## src/rtl/joy_db15_tx.sv

```systemverilog
// joy_db15_tx: responder end of the DB15 serial joystick link.
//
// Emulates the adapter's 74HC165-style parallel-in/serial-out chain. While the
// host holds joy_load low, both player button vectors are captured (inverted,
// since the link is active-low). Each host joy_clk rising edge then shifts one
// bit out on joy_data: joystick1[0..PLAYER_BITS-1], then joystick2[0..].
// Once the frame is exhausted, 1s (released) are shifted in.
//
// Ports:
//   clk          system clock (40-50 MHz)
//   reset        synchronous, active-high
//   joy_clk      host shift clock, asynchronous, shifts on rising edge
//   joy_load     host load strobe, asynchronous, active-low, level-sensitive
//   joystick1/2  player buttons, active-high, bit0 = R, L, D, U, A-F, S, M/L
//   turbo_mask   (turbo build only) buttons subject to turbo auto-release
//   joy_data     serial data to host, active-low (pressed = 0)
//   frame_done   one-cycle pulse when the last frame bit has been consumed
//   host_active  high while the host strobes load within TIMEOUT_CYCLES
//
// Optional feature: define JOY_DB15_TX_TURBO_EN to add turbo_mask and the
// TURBO_LOADS parameter. A phase bit toggles every TURBO_LOADS load strobes;
// while it is 0, masked buttons are captured as released.
//
// SYNC_STAGES must be at least 2. The host must hold joy_clk high and low for
// at least SYNC_STAGES+2 clk cycles each.

module joy_db15_tx #(
  parameter int unsigned SYNC_STAGES    = 2,
  parameter int unsigned PLAYER_BITS    = 12,
  parameter int unsigned TIMEOUT_CYCLES = 2400000
`ifdef JOY_DB15_TX_TURBO_EN
  ,
  parameter int unsigned TURBO_LOADS    = 4
`endif
) (
  input  logic                   clk,
  input  logic                   reset,
  input  logic                   joy_clk,
  input  logic                   joy_load,
  input  logic [PLAYER_BITS-1:0] joystick1,
  input  logic [PLAYER_BITS-1:0] joystick2,
`ifdef JOY_DB15_TX_TURBO_EN
  input  logic [PLAYER_BITS-1:0] turbo_mask,
`endif
  output logic                   joy_data,
  output logic                   frame_done,
  output logic                   host_active
);

  localparam int unsigned FrameBits = 2 * PLAYER_BITS;
  localparam int unsigned CntW      = $clog2(FrameBits + 1);
  localparam int unsigned ToW       = $clog2(TIMEOUT_CYCLES + 1);

  localparam logic [CntW-1:0] CntLast = CntW'(FrameBits - 1);
  localparam logic [CntW-1:0] CntFull = CntW'(FrameBits);
  localparam logic [ToW-1:0]  ToLimit = ToW'(TIMEOUT_CYCLES);

  // Synchronisers and edge-detect history
  logic [SYNC_STAGES-1:0] load_sync_q;
  logic [SYNC_STAGES-1:0] clk_sync_q;
  logic                   load_prev_q;
  logic                   clk_prev_q;
  logic                   first_q;

  logic                   load_lvl;
  logic                   load_fall;
  logic                   clk_rise;

  // Shift chain and frame bookkeeping
  logic [FrameBits-1:0]   sr_q, sr_d;
  logic [CntW-1:0]        cnt_q, cnt_d;
  logic                   done_q, done_d;

  // Activity monitor
  logic [ToW-1:0]         tcnt_q, tcnt_d;
  logic                   active_q, active_d;

  // Values captured during load (after optional turbo masking)
  logic [PLAYER_BITS-1:0] cap1;
  logic [PLAYER_BITS-1:0] cap2;

  always_comb begin
    load_lvl  = ~load_sync_q[SYNC_STAGES-1];
    // first_q masks spurious edges right after reset releases
    load_fall = ~load_sync_q[SYNC_STAGES-1] & load_prev_q & ~first_q;
    clk_rise  = clk_sync_q[SYNC_STAGES-1] & ~clk_prev_q & ~first_q;
  end

`ifdef JOY_DB15_TX_TURBO_EN
  localparam int unsigned TlW = $clog2(TURBO_LOADS + 1);
  localparam logic [TlW-1:0] TlLimit = TlW'(TURBO_LOADS);

  logic [TlW-1:0]         lcnt_q, lcnt_d;
  logic                   phase_q, phase_d;
  logic [PLAYER_BITS-1:0] rel_mask;

  // The phase flips on the strobe that starts a new group of TURBO_LOADS
  // loads, and capture uses phase_d so that whole load sees the new phase.
  always_comb begin
    lcnt_d  = lcnt_q;
    phase_d = phase_q;
    if (load_fall) begin
      if (lcnt_q == TlLimit) begin
        lcnt_d  = TlW'(1);
        phase_d = ~phase_q;
      end else begin
        lcnt_d = lcnt_q + 1'b1;
      end
    end
    rel_mask = phase_d ? '0 : turbo_mask;
    cap1     = joystick1 & ~rel_mask;
    cap2     = joystick2 & ~rel_mask;
  end

  always_ff @(posedge clk) begin
    if (reset) begin
      lcnt_q  <= '0;
      phase_q <= 1'b0;
    end else begin
      lcnt_q  <= lcnt_d;
      phase_q <= phase_d;
    end
  end
`else
  always_comb begin
    cap1 = joystick1;
    cap2 = joystick2;
  end
`endif

  // Load is level-sensitive and beats a coincident shift edge.
  always_comb begin
    sr_d   = sr_q;
    cnt_d  = cnt_q;
    done_d = 1'b0;
    if (load_lvl) begin
      sr_d  = ~{cap2, cap1};
      cnt_d = '0;
    end else if (clk_rise) begin
      sr_d = {1'b1, sr_q[FrameBits-1:1]};
      if (cnt_q != CntFull) begin
        cnt_d = cnt_q + 1'b1;
      end
      done_d = (cnt_q == CntLast);
    end
  end

  always_comb begin
    tcnt_d   = tcnt_q;
    active_d = active_q;
    if (load_fall) begin
      tcnt_d   = '0;
      active_d = 1'b1;
    end else begin
      if (tcnt_q != ToLimit) begin
        tcnt_d = tcnt_q + 1'b1;
      end
      if (tcnt_d == ToLimit) begin
        active_d = 1'b0;
      end
    end
  end

  always_ff @(posedge clk) begin
    if (reset) begin
      load_sync_q <= '1;
      clk_sync_q  <= '0;
      load_prev_q <= 1'b1;
      clk_prev_q  <= 1'b0;
      first_q     <= 1'b1;
      sr_q        <= '1;
      cnt_q       <= '0;
      done_q      <= 1'b0;
      tcnt_q      <= '0;
      active_q    <= 1'b0;
    end else begin
      load_sync_q <= {load_sync_q[SYNC_STAGES-2:0], joy_load};
      clk_sync_q  <= {clk_sync_q[SYNC_STAGES-2:0], joy_clk};
      load_prev_q <= load_sync_q[SYNC_STAGES-1];
      clk_prev_q  <= clk_sync_q[SYNC_STAGES-1];
      first_q     <= 1'b0;
      sr_q        <= sr_d;
      cnt_q       <= cnt_d;
      done_q      <= done_d;
      tcnt_q      <= tcnt_d;
      active_q    <= active_d;
    end
  end

  assign joy_data    = sr_q[0];
  assign frame_done  = done_q;
  assign host_active = active_q;

endmodule
```

## config.mk

```make
export PLATFORM = sky130hd
export DESIGN_NAME = joy_db15_tx
export DESIGN_NICKNAME = d
export VERILOG_FILES = /design/src/rtl/joy_db15_tx.sv
export SDC_FILE = /design/constraint.sdc
export NUM_CORES = 1
export LEC_CHECK = 0
export BUFFER_PORTS_ARGS = -buffer_cell sky130_fd_sc_hd__buf_2
export CORE_AREA = 5 5 80 82
export DETAILED_ROUTE_END_ITERATION = 8
export DIE_AREA = 0 0 85 87
export HOLD_SLACK_MARGIN = 0.03
export PLACE_DENSITY = 0.76
export SYNTH_ARGS = -nofsm -noshare
export SYNTH_HDL_FRONTEND = slang
export SYNTH_SLANG_ARGS = --single-unit
```

## constraint.sdc

```tcl
create_clock -name clk -period 3.05 [get_ports clk]
set_clock_uncertainty 0.2 [all_clocks]
set_input_delay 0.305 -clock clk [delete_from_list [all_inputs] [get_ports clk]]
set_output_delay 0.305 -clock clk [all_outputs]
set_load 0.02 [all_outputs]
```

==> summary.txt <==
Status
  • Status: completed

Synth
  • Post-Syn Instances: 313
  • EDFF count, synth: 0
  • Area leader, netlist: dfxtp_1
  • Mapped Avg Cell Area: 9.59 µm²
  • Post-synth top cells: dfxtp_1 (60), mux2i_1 (49), nor2_1 (31), or2_2 (28), nand3_1 (15)
  • Most frequent cell after synthesis: dfxtp_1
  • Synth area leaders: dfxtp_1 (40%), mux2i_1 (16%), or2_2 (5.8%)
  • Asr flop ratio synth: 0%
  • Flops & latches, synth: 60
  • Post-synth cell types: 46
  • Syn. warnings: 0
  • Syn Nets: roughly 350
  • Ys flop type: dfxtp_1
  • Cell Area, Synth: between 0.003 and 0.004 mm²
  • Synth top area share: 40.0%
  • Seq/Total Area, Yosys: around 40%

Finish
  • Nets: between 300 and 400
  • Register cell area after layout: 0.00120 mm²
  • Fillers: about 520
  • Ant diodes: 0
  • P&R area growth vs syn: 12.0%
  • Area of the multi-input gates: roughly 0.0017 mm²
  • Layout cell share with drive strength beyond 1: approximately a quarter

Floorplan
  • Die X: around 85 µm
  • Die area: 0.00740 mm²
  • Die Ht: 87 µm
  • IO Pins: 31
  • # rows: 28
  • Area of the core: between 0.005 and 0.006 mm²
  • Starting Density: ~53%

Clock tree
  • CTS sink count: 60
  • CTS tree: done
  • Postcts setup bufs: 0
  • Reg clk slew, reported paths: about 70 ps
  • CTS Root Cell: clkbuf_8
  • CTS HTree Levels: 3
  • Cts bufs inserted: 9
  • Max clock buf depth: 2
  • Clk Latency, worst-skew pair: 330 ps
  • Post-CTS sizing: 0

Pwr
  • Maximum VDD drop: roughly 0.00035 V
  • PD cells: 478 mW/mm²
  • Leakage power: 1.37 nW

Critical path
  • Critical path arrival: between 2000 and 3000 ps
  • R2R Setup Slk: ~430 ps
  • CP Class: reg -> reg
  • Kind of end point of the critical path: register
  • Worst reg2reg endpoint: host_active$_SDFFE_PP0P_
  • Startpoint Class: register
  • Origin of the critical flop-to-flop path: tcnt_q[1]$_SDFF_PP0_
  • CP required: slightly above 3000 ps
  • R2R cell count: 7
  • Worst-path fanout max: 10

Min path
  • Hold_sp: joystick2[4]
  • Hold Path Stages: 3
  • Hold endpoint: sr_q[16]$_SDFFE_PP1P_
  • Hold Crit Class: in -> reg

Placed design
  • HPWL after detailed placement: approximately 3700 µm
  • Post-placement worst setup slack: 491 ps
  • Routability cong.: between 0.8 and 0.9
  • PortBufs: 30

Detailed routing
  • Post-DRT Antenna Nets: 0
  • First-pass DRT Iterations: 4
  • Vias: 2164
  • Number of DRC markers in iteration 0: between 100 and 150
  • Total Wirelength: 5320 µm
  • Routed length per placed instance: around 13 µm
  • DR vias/cell: roughly 5
  • Residual DRC: 0

Timing
  • Unrepaired setup endpoints after global routing: no
  • Fmax: approximately 0.38 GHz
  • Final WS setup: roughly 430 ps
  • Setup tns final: 0 ps
  • Final min period: 2620 ps
  • Final-report max-slew violation count: 0
  • Final Cycle Share: around 86%
  • Final hold vios: 0
  • Max transition margin: about 64%
  • Hold_ws: 97.6 ps
  • Worst-Margin Slew: approximately 540 ps
  • Setup violators final: 0

GRT
  • Grt ovf: 0
  • Initial antenna violation count: 0
  • Largest net degree at the start of global routing: 35
  • Overall Global Routing Usage: about 15%
  • First-pass GRT wire length: roughly 9200 µm
  • Vias in the first global route: 2122

Job
  • MaxCap Viol Count: 0
[metrics by stage]
stage          std cells  utilization (%)  total power, mW  area, µm²
6_report             421             59.2             1.61       3360
5_1_grt              421             59.2             1.68       3360
4_1_cts              421             59.2             1.63       3360
3_5_place_dp         403             55.5            0.940       3150
3_3_place_gp         403             55.5            0.938       3150
2_1_floorplan        313                -            0.907       3000
[state kept, by name, summed over array words and instances, names as in the netlist]
name / count
clk_sync_q: 2
host_active: 1
cnt_q: 5
load_sync_q: 2
frame_done: 1
sr_q: 24
tcnt_q: 22
first_q: 1
load_prev_q: 1
clk_prev_q: 1
[worst max-delay path, stage by stage (launching register included)]
cell and delay (ps):
dfxtp_1 410, ha_1 380, nand4_1 410, nor3_1 480, nand3_1 160, xor2_1 180
nor3_1 170, a31oi_1 100
[final cells by class]
| class | count | area share (%) |
|---|---|---|
| multi-input cells | 228 | 49.2 |
| flip-flops and latches | 60 | 35.7 |
| repair buffers | 36 | 5.95 |
| clock buffers | 9 | 3.68 |
| well taps | 75 | 2.79 |
| clock inverters | 7 | 2.01 |
| inverters | 6 | 0.670 |
[worst max-delay path by stage]
stage / from / to / slack [ps] / depth (start not counted)
final: tcnt_q[1]$_SDFF_PP0_ / host_active$_SDFFE_PP0P_ / 430 / 7
after global routing: tcnt_q[1]$_SDFF_PP0_ / host_active$_SDFFE_PP0P_ / 190 / 7
after CTS: tcnt_q[1]$_SDFF_PP0_ / host_active$_SDFFE_PP0P_ / 460 / 7
after detailed placement: tcnt_q[1]$_SDFF_PP0_ / host_active$_SDFFE_PP0P_ / 490 / 7
after global placement: tcnt_q[1]$_SDFF_PP0_ / host_active$_SDFFE_PP0P_ / 560 / 7
after floorplan: tcnt_q[1]$_SDFF_PP0_ / host_active$_SDFFE_PP0P_ / 760 / 8
[cell usage in the layout, fill, tap and decap left out, types with 2 or more instances in the layout]
cell type,instances
clkinv_4,2
xnor2_1,14
nand2_1,12
clkbuf_8,9
nor3_1,7
a21oi_1,3
nor4_1,5
nand4_1,4
nor2b_1,4
o21ai_0,4
a31oi_1,2
xor2_1,14
and3_1,2
buf_4,4
inv_1,6
or3_1,3
mux2i_1,49
buf_2,30
nor2_1,31
nand3_1,15
ha_1,4
dfxtp_1,60
or2_2,28
nor4b_1,4
clkinv_2,4
and4_1,3
dlygate4sd3_1,2
[power by group]
group	leakage (nW)	switching (mW)	internal, mW
combinational	0.779	0.0509	0.0553
clock	0.103	0.308	0.374
sequential	0.488	0.0141	0.804
total	1.37	0.373	1.23
[per-layer routing]
| metal | GRT usage [%] | vias to the layer above | share of wire (%) |
|---|---|---|---|
| li1 | - | 1137 | - |
| met1 | 19.4 | 982 | 48 |
| met2 | 24.6 | 38 | 46 |
| met3 | 3.22 | 7 | 4.2 |
| met4 | 7.34 | 0 | 1.6 |
| met5 | 0 | - | 0 |
[cells by family after synthesis]
family / count (synthesis) / share of synthesized area [%]
adder cells (fa/ha/maj): 4 / 1.67
AO/OA/AOI/OAI: 15 / 3.33
multiplexers: 49 / 16.3
buffers and inverters: 25 / 5.12
AND/OR/NAND/NOR: 132 / 25.4
XOR/XNOR: 28 / 8.17
flip-flops: 60 / 40.0
[what timing repair did]
action	4_1_cts	5_1_grt
endpoints found under the hold margin	2	0
hold buffers	2	0
endpoints found under the setup margin	0	0
(Power assumes the default switching activity.)
